<file path="config.mk">
export PLATFORM = sky130hd
export DESIGN_NAME = oled_spi_tx_flat
export DESIGN_NICKNAME = d
export VERILOG_FILES = /design/src/rtl/oled_spi_tx_if.sv /design/src/rtl/oled_spi_tx.sv /design/src/flat_wrapper.sv
export SDC_FILE = /design/constraint.sdc
export NUM_CORES = 1
export LEC_CHECK = 0
export CORE_MARGIN = 1
export CORE_UTILIZATION = 58
export CTS_CLUSTER_SIZE = 25
export DETAILED_ROUTE_END_ITERATION = 12
export PLACE_DENSITY = 0.8
export SLEW_MARGIN = 20
export SYNTH_ARGS = -nofsm -noshare
export SYNTH_HDL_FRONTEND = slang
export SYNTH_SLANG_ARGS = --single-unit
</file>
<file path="constraint.sdc">
create_clock -name clk_i -period 5.1 [get_ports clk_i]
set_input_delay 0.51 -clock clk_i [delete_from_list [all_inputs] [get_ports clk_i]]
set_output_delay 0.51 -clock clk_i [all_outputs]
set_load 0.02 [all_outputs]
</file>
<file path="src/rtl/oled_spi_tx_if.sv">
// Request/acknowledge link between an OLED command sequencer and the SPI byte transmitter.
// The sequencer holds spi_en high until it sees done, then drops it.
interface oled_spi_tx_if;
  logic       spi_en;
  logic [7:0] data;
  logic       dc;
  logic       done;
  logic       busy;

  modport master (
    output spi_en,
    output data,
    output dc,
    input  done,
    input  busy
  );

  modport slave (
    input  spi_en,
    input  data,
    input  dc,
    output done,
    output busy
  );
endinterface

</file>
<file path="src/rtl/oled_spi_tx.sv">
// Write-only SPI mode-3 byte transmitter for the SSD1331 (PmodOLEDrgb) serial pins.
// It sends one byte plus a D/C flag per level handshake, MSB first, and signals completion.
module oled_spi_tx #(
  parameter int unsigned CLK_DIV  = 8,
  parameter int unsigned CS_SETUP = 2,
  parameter int unsigned CS_HOLD  = 2
) (
  input  logic          clk_i,
  input  logic          rstn_i,
  oled_spi_tx_if.slave  bus,
  output logic          cs_n_o,
  output logic          sclk_o,
  output logic          mosi_o,
  output logic          dc_o
);

  localparam int unsigned CNT_MAX_A = (CLK_DIV > CS_SETUP) ? CLK_DIV : CS_SETUP;
  localparam int unsigned CNT_MAX   = (CNT_MAX_A > CS_HOLD) ? CNT_MAX_A : CS_HOLD;
  localparam int unsigned CNT_W     = $clog2(CNT_MAX + 1);
  localparam int unsigned EDGES     = 16;
  localparam int unsigned EDGE_W    = $clog2(EDGES + 1);
  localparam int unsigned BYTE_W    = 8;

  typedef enum logic [2:0] {
    S_IDLE,
    S_SETUP,
    S_SHIFT,
    S_HOLD,
    S_DONE
  } state_e;

  state_e              state_q, state_d;
  logic [CNT_W-1:0]    cnt_q, cnt_d;
  logic [EDGE_W-1:0]   edge_q, edge_d;
  logic [BYTE_W-1:0]   shreg_q, shreg_d;
  logic                cs_n_q, cs_n_d;
  logic                sclk_q, sclk_d;
  logic                mosi_q, mosi_d;
  logic                dc_q, dc_d;
  logic                done_q, done_d;
  logic                busy_q, busy_d;

  // State and output registers.
  always_ff @(posedge clk_i or negedge rstn_i) begin
    if (!rstn_i) begin
      state_q <= S_IDLE;
      cnt_q   <= '0;
      edge_q  <= '0;
      shreg_q <= '0;
      cs_n_q  <= 1'b1;
      sclk_q  <= 1'b1;
      mosi_q  <= 1'b0;
      dc_q    <= 1'b0;
      done_q  <= 1'b0;
      busy_q  <= 1'b0;
    end else begin
      state_q <= state_d;
      cnt_q   <= cnt_d;
      edge_q  <= edge_d;
      shreg_q <= shreg_d;
      cs_n_q  <= cs_n_d;
      sclk_q  <= sclk_d;
      mosi_q  <= mosi_d;
      dc_q    <= dc_d;
      done_q  <= done_d;
      busy_q  <= busy_d;
    end
  end

  // Next-state logic; one counter is reused for CS setup, SCLK half-periods and CS hold.
  always_comb begin
    state_d = state_q;
    cnt_d   = cnt_q;
    edge_d  = edge_q;
    shreg_d = shreg_q;
    cs_n_d  = cs_n_q;
    sclk_d  = sclk_q;
    mosi_d  = mosi_q;
    dc_d    = dc_q;
    done_d  = done_q;
    busy_d  = busy_q;

    case (state_q)
      S_IDLE: begin
        mosi_d = 1'b0;
        if (bus.spi_en) begin
          shreg_d = bus.data;
          dc_d    = bus.dc;
          cs_n_d  = 1'b0;
          busy_d  = 1'b1;
          cnt_d   = '0;
          state_d = S_SETUP;
        end
      end

      S_SETUP: begin
        if (cnt_q == CNT_W'(CS_SETUP - 1)) begin
          // The entry into SHIFT is itself the first falling SCLK edge.
          cnt_d   = '0;
          sclk_d  = 1'b0;
          mosi_d  = shreg_q[BYTE_W-1];
          shreg_d = {shreg_q[BYTE_W-2:0], 1'b0};
          edge_d  = EDGE_W'(1);
          state_d = S_SHIFT;
        end else begin
          cnt_d = cnt_q + CNT_W'(1);
        end
      end

      S_SHIFT: begin
        if (cnt_q == CNT_W'(CLK_DIV - 1)) begin
          cnt_d = '0;
          if (edge_q == EDGE_W'(EDGES)) begin
            // Final rising edge has already had its full high half-period.
            state_d = S_HOLD;
          end else begin
            sclk_d = ~sclk_q;
            edge_d = edge_q + EDGE_W'(1);
            if (sclk_q) begin
              mosi_d  = shreg_q[BYTE_W-1];
              shreg_d = {shreg_q[BYTE_W-2:0], 1'b0};
            end
          end
        end else begin
          cnt_d = cnt_q + CNT_W'(1);
        end
      end

      S_HOLD: begin
        if (cnt_q == CNT_W'(CS_HOLD - 1)) begin
          cnt_d   = '0;
          cs_n_d  = 1'b1;
          done_d  = 1'b1;
          state_d = S_DONE;
        end else begin
          cnt_d = cnt_q + CNT_W'(1);
        end
      end

      S_DONE: begin
        // Leaving only on a low request prevents a held request from retriggering.
        if (!bus.spi_en) begin
          done_d  = 1'b0;
          busy_d  = 1'b0;
          mosi_d  = 1'b0;
          state_d = S_IDLE;
        end
      end

      default: begin
        state_d = S_IDLE;
      end
    endcase
  end

  assign bus.done = done_q;
  assign bus.busy = busy_q;
  assign cs_n_o   = cs_n_q;
  assign sclk_o   = sclk_q;
  assign mosi_o   = mosi_q;
  assign dc_o     = dc_q;

endmodule

</file>
<file path="src/flat_wrapper.sv">
// flat-port wrapper written by rule: the top's interface ports become plain ports
module oled_spi_tx_flat 
#(
  parameter int unsigned CLK_DIV  = 8,
  parameter int unsigned CS_SETUP = 2,
  parameter int unsigned CS_HOLD  = 2
)
  (clk_i, rstn_i, cs_n_o, sclk_o, mosi_o, dc_o, bus_spi_en, bus_data, bus_dc, bus_done, bus_busy);
  oled_spi_tx_if bus_i ();
  input  logic clk_i;
  input  logic rstn_i;
  output logic cs_n_o;
  output logic sclk_o;
  output logic mosi_o;
  output logic dc_o;
  input wire logic [$bits(bus_i.spi_en)-1:0] bus_spi_en;
  input wire logic [$bits(bus_i.data)-1:0] bus_data;
  input wire logic [$bits(bus_i.dc)-1:0] bus_dc;
  output wire logic [$bits(bus_i.done)-1:0] bus_done;
  output wire logic [$bits(bus_i.busy)-1:0] bus_busy;
  assign bus_i.spi_en = bus_spi_en;
  assign bus_i.data = bus_data;
  assign bus_i.dc = bus_dc;
  assign bus_done = bus_i.done;
  assign bus_busy = bus_i.busy;
  oled_spi_tx #(.CLK_DIV(CLK_DIV), .CS_SETUP(CS_SETUP), .CS_HOLD(CS_HOLD)) u_core (.clk_i(clk_i), .rstn_i(rstn_i), .bus(bus_i), .cs_n_o(cs_n_o), .sclk_o(sclk_o), .mosi_o(mosi_o), .dc_o(dc_o));
endmodule
</file>
==> results of run 1 <==
logic make-up after synthesis:
kind of cell / share of synthesized area, %
simple gates: 21.4
compound gates: 13.2
flops: 45.5
mux: 12.5
buf+inv: 3.22
fa+ha+maj: 3.48
xor+xnor: 0.610
worst reg2reg max path, stage by stage (launching register included):
cell and delay [ps]:
dfrtp_1 550, nand2b_1 250, a21oi_2 450, mux2_2 410, mux2_2 270
flip-flops by register name (all words and copies together) (netlist names):
register / cells
u_core.edge_q: 5
u_core.cs_n_o: 1
u_core.shreg_q: 8
u_core.cnt_q: 4
u_core.bus.busy: 1
u_core.sclk_o: 1
u_core.dc_o: 1
u_core.bus.done: 1
u_core.mosi_o: 1
u_core.state_q: 3
report_power, final:
| part | switching, mW | internal (mW) |
|---|---|---|
| Clock | 0.0598 | 0.0436 |
| Sequential | 0.0893 | 0.291 |
| Combinational | 0.243 | 0.263 |
| Total | 0.392 | 0.598 |
final cells by class:
type | count | area [sq um] | area share (%)
clock buffer | 4 | 36.3 | 2.20
inverter | 6 | 22.5 | 1.37
multi-input combinational | 99 | 737 | 44.7
sequential | 26 | 653 | 39.6
tap | 28 | 35.0 | 2.12
timing repair buffer | 17 | 165 | 10.0
through the flow:
stage	setup WS (ps)	hold slack [ps]	total power, mW	area, sq um	instances
after floorplan	3380	214	0.769	1440	135
after global placement	2920	472	0.860	1620	176
after detailed placement	2860	482	0.893	1620	176
after CTS	3040	507	0.996	1650	180
after global routing	2980	196	1.06	1650	180
final	3050	159	0.990	1650	180
final timing paths:
kind                                        start                end  slack, ps  cells after the start
worst max register to register  u_core.state_q[0]  u_core.shreg_q[1]       3070                      4
worst max-delay path                u_core.sclk_o             sclk_o       3050                      1
worst min register to register      u_core.cs_n_o      u_core.cs_n_o        500                      2
min in group clk_i                  u_core.cs_n_o      u_core.cs_n_o        500                      2
max in group asynchronous                  rstn_i  u_core.shreg_q[6]       4570                      1
worst min-delay path                       rstn_i  u_core.state_q[1]        160                      1
placed cells by master, fill, tap and decap left out, types with 2 or more instances in the layout:
cell | synthesis | final
and3b_1 | 2 | 2
o2bb2ai_1 | 2 | 2
ha_1 | 4 | 4
o31ai_1 | 2 | 2
a31oi_1 | 2 | 2
dfstp_2 | 2 | 2
nand2b_1 | 5 | 5
clkdlybuf4s50_1 | 0 | 16
o22ai_1 | 2 | 2
nand2_1 | 12 | 12
inv_1 | 6 | 6
a21oi_1 | 4 | 4
o22a_1 | 2 | 2
clkbuf_4 | 0 | 3
dfrtp_1 | 24 | 24
mux2_2 | 16 | 16
nor2_1 | 7 | 7
o21ai_0 | 8 | 8
nor2b_1 | 2 | 2
nand3_1 | 7 | 7
nor3_1 | 4 | 4
routing by layer:
metal / wire (microns) / vias up / GRT usage (%)
met5: 0 / - / 0
met4: 26 / 0 / 8.11
met3: 57 / 2 / 3.51
met2: 1290 / 14 / 37.4
met1: 1310 / 512 / 31.7
li1: - / 521 / -
==> impl_metrics.py, run 1 <==
metrics = {
    "sta": {
        "setup_viol_count_final": 0,
        "tns_ps": 0,
        "hold_viol": 0,
        "rsz0062_at_grt": "false",
        "finClkSkew_ps": 7.58,
        "fin_crit_sh_pct": 40.1,
        "slew_viol_final": 0,
        "slew_headroom_pct": 62.5,
        "worst_pin_slew_ps": 562,
        "finalCriticalPeriod_ps": 2050,
        "fmax_ghz": 0.489,
    },
    "power_and_ir_drop": {
        "pwr_density_cell_nw_per_um2": 600,
        "p_leak_nw": 0.696,
        "vdd_ir_drop_max_v": 0.000380,
    },
    "yosys": {
        "synth_area_sq_um": 1440,
        "yosys.area.top_type": "dfrtp_1",
        "synth_cell_types": 40,
        "ys.flop_type": "dfrtp_1",
        "synth.top_cells.by_count": "24 x dfrtp_1, 16 x mux2_2, 12 x nand2_1, 8 x o21ai_0",
        "postSynthCellCount": 135,
        "ys_seq_area_share_pct": 45.5,
        "yosysMostFrequentCell": "dfrtp_1",
        "ys_ff_latch": 26,
        "netlist_top_cells_area": "dfrtp_1 42%, mux2_2 13%, dfstp_2 3.7%, ha_1 3.5%, nand2_1 3.1%",
        "synth_edf_count": 0,
        "async_flop_share_pct": 100,
        "synth_top_cell_area_share_pct": 41.8,
        "yosys_warnings": 0,
        "postSynthAreaPerCell_sq_um": 10.6,
        "syn-num-nets": 151,
    },
    "drt": {
        "routed_wirelength_microns": 2690,
        "drtIter0Drc": 17,
        "ant_nets": 0,
        "drc": 0,
        "vias": 1049,
        "first_pass_iters": 4,
        "via_per_inst": 5.83,
        "wl_per_cell_microns": 14.9,
    },
    "floorplan": {
        "design.die.area_sq_um": 2680,
        "die_width_microns": 51.8,
        "row_count": 17,
        "die_h_microns": 51.8,
        "core_sq_um": 2280,
        "io_pins": 18,
        "start_util_pct": 63.1,
    },
    "cts": {
        "cts_tree": "built",
        "clk_pin_slew_ps": 140,
        "cts_resized": 0,
        "cts_setup_buffers": 0,
        "cts_root_buf": "clkbuf_4",
        "cts_hold_buffers": 0,
        "numCtsBuffers": 3,
        "insertion_delay_ps": 320,
        "htreeDepth": 1,
        "cts.sinks": 26,
        "cts_buffer_depth": 2,
    },
    "placed_design": {
        "port_buffers": 17,
        "place_hpwl_microns": 1980,
        "gp_congestion": 0.788,
    },
    "setup_path": {
        "crit_fanout": 4,
        "arrival_ps": 1540,
        "cp.required_ps": 4590,
        "critPathKind": "flip-flop to output port",
        "slowest_stage": "clkdlybuf4s50_1",
        "cp_cell_sequence": "clkdlybuf4s50_1",
        "cp-start-kind": "flip-flop",
        "cp_slowest_stage_delay_ps": 610,
        "cp-end-kind": "output port",
        "crit_family": "buffers and inverters",
        "path_buf_inv": 1,
    },
    "finish": {
        "antenna_cells": 0,
        "fin_nets": 169,
        "drive_gt1_share_pct": 19.7,
        "syn_to_final_growth_pct": 14.8,
        "fill_cells": 166,
        "final_core_util_pct": 72.5,
    },
    "grt": {
        "grt_pass1_vias": 1026,
        "grt_pass1_wl_microns": 4600,
        "antenna_found_initial": 0,
        "grt-ovfl-total": 0,
        "grtUsageTotal_pct": 23.2,
        "grt_max_degree": 27,
    },
    "job": {
        "cap_violations": 0,
    },
    "status": {
        "status": "finished clean",
    },
    "min_path": {
        "min_path_type": "input port to asynchronous set/reset pin",
    },
}
(Power assumes the default switching activity.)
==> inputs of run 2 (changes only) <==
- CORE_UTILIZATION: 58 -> 54
- PLACE_DENSITY: 0.8 -> 0.75
- clock period: 5.1 -> 1.89 ns (I/O delays scaled with it)
==> impl_metrics.py, run 2 (synthesis gave the netlist of run 1 again) <==
metrics = {
    "cts": {
        "cts_setup_buffers": 0,
        "cts_buffer_depth": 2,
        "numCtsBuffers": 3,
        "cts_hold_buffers": 0,
        "cts_resized": 0,
        "cts.sinks": 26,
        "cts_tree": "built",
        "htreeDepth": 1,
        "clk_pin_slew_ps": 140,
        "cts_root_buf": "clkbuf_4",
        "insertion_delay_ps": 320,
    },
    "floorplan": {
        "io_pins": 18,
        "die_h_microns": 53.6,
        "design.die.area_sq_um": 2870,
        "row_count": 18,
        "die_width_microns": 53.6,
        "start_util_pct": 57.5,
        "core_sq_um": 2500,
    },
    "power_and_ir_drop": {
        "pwr_density_cell_nw_per_um2": 1690,
        "vdd_ir_drop_max_v": 0.00149,
        "power_mw": 3.03,
        "p_leak_nw": 0.774,
    },
    "setup_path": {
        "critPathKind": "flip-flop to flip-flop",
        "cp.required_ps": 2110,
        "cp_cell_sequence": "ha_2 -> and3b_1 -> a31oi_4 -> nor3_4 -> buf_12 -> mux2_2",
        "arrival_ps": 2040,
        "cp-start-kind": "flip-flop",
        "slowest_stage": "dfrtp_1",
        "cp_slowest_stage_delay_ps": 430,
        "reg2regPathDepth": 6,
        "crit_fanout": 8,
        "cp-end-kind": "flip-flop",
    },
    "grt": {
        "grt_max_degree": 18,
        "grt_pass1_vias": 1044,
        "antenna_found_initial": 0,
        "grtUsageTotal_pct": 22.5,
        "grt_pass1_wl_microns": 4620,
        "grt-ovfl-total": 0,
    },
    "placed_design": {
        "dp.cells": 192,
        "place_worst_setup_slack_ps": 80.9,
        "port_buffers": 17,
        "post_dp_cell_area_sq_um": 1740,
        "place_hpwl_microns": 2280,
        "gp_congestion": 0.817,
    },
    "sta": {
        "slew_headroom_pct": 71.0,
        "tns_ps": 0,
        "finalCriticalPeriod_ps": 1820,
        "setup_viol_count_final": 0,
        "slew_viol_final": 0,
        "worst_pin_slew_ps": 433,
        "whs_ps": 153,
        "fmax_ghz": 0.550,
        "hold_viol": 0,
        "fin_crit_sh_pct": 96.3,
        "rsz0062_at_grt": "true",
        "worst_slack_ps": 70.6,
        "finClkSkew_ps": 3.62,
    },
    "status": {
        "status": "finished clean",
    },
    "finish": {
        "final_area_sq_um": 1790,
        "final_core_util_pct": 71.7,
        "largest_register_ffs": 8,
        "multi_input_area_sq_um": 739,
        "post_layout_nonfiller_instances": 196,
        "fin_nets": 183,
        "drive_gt1_share_pct": 26.5,
        "final_cell_mix": "24 x dfrtp_1, 17 x clkdlybuf4s50_1, 16 x mux2_2, 13 x buf_4, 12 x nand2_1",
        "syn_to_final_growth_pct": 24.8,
        "seqCellArea_sq_um": 653,
        "fill_cells": 193,
        "antenna_cells": 0,
        "top_register": "u_core.shreg_q",
        "reg_top3": "u_core.shreg_q: 8 flops, u_core.edge_q: 5 flops, u_core.cnt_q: 4 flops",
        "final_common_cell": "dfrtp_1",
    },
    "min_path": {
        "min_path_type": "input port to asynchronous set/reset pin",
    },
    "drt": {
        "drc": 0,
        "drtIter0Drc": 29,
        "wl_per_cell_microns": 14.6,
        "vias": 1117,
        "routed_wirelength_microns": 2850,
        "ant_nets": 0,
        "via_per_inst": 5.70,
        "first_pass_iters": 4,
    },
    "job": {
        "cap_violations": 0,
    },
}
==> run 2: critical path: cells and delay by family (launching register included) <==
kind	cells	cell delay, ps
and+or+nand+nor	2	460
DFF	1	430
muxes	1	330
adders and majority gates	1	220
buffers and inverters	1	150
AOI/OAI and AO/OA	1	120
==> run 2: per-layer routing <==
layer,up-vias,global-route usage [%],part of all wire (%)
li1,543,-,-
met1,549,27.8,44
met2,21,40.2,52
met3,4,5.08,3.6
met4,0,3.95,0.67
met5,-,0,0
==> run 2: power breakdown <==
| group | internal [mW] | switching, mW | total, mW |
|---|---|---|---|
| clock network | 0.215 | 0.162 | 0.377 |
| registers | 0.787 | 0.178 | 0.965 |
| logic | 0.925 | 0.766 | 1.69 |
| total | 1.93 | 1.11 | 3.03 |
==> run 2: path summary, 6_finish.rpt <==
path	startpoint	end	slack, ps
worst max-delay path	u_core.cnt_q[0]	u_core.shreg_q[2]	70
worst min-delay path	rstn_i	u_core.edge_q[4]	150
worst max register to register	u_core.cnt_q[0]	u_core.shreg_q[2]	70
worst min register to register	u_core.cs_n_o	u_core.cs_n_o	500
max in group asynchronous	rstn_i	u_core.shreg_q[2]	1160
min in group clk_i	bus_dc	u_core.dc_o	470
==> run 2: cell type report <==
| class | instances | share of cell area (%) |
|---|---|---|
| inverter | 6 | 1.26 |
| timing repair buffer | 31 | 16.1 |
| tap | 30 | 2.09 |
| clock inverter | 1 | 1.67 |
| sequential | 26 | 36.4 |
| multi-input combinational | 99 | 41.2 |
| clock buffer | 3 | 1.26 |
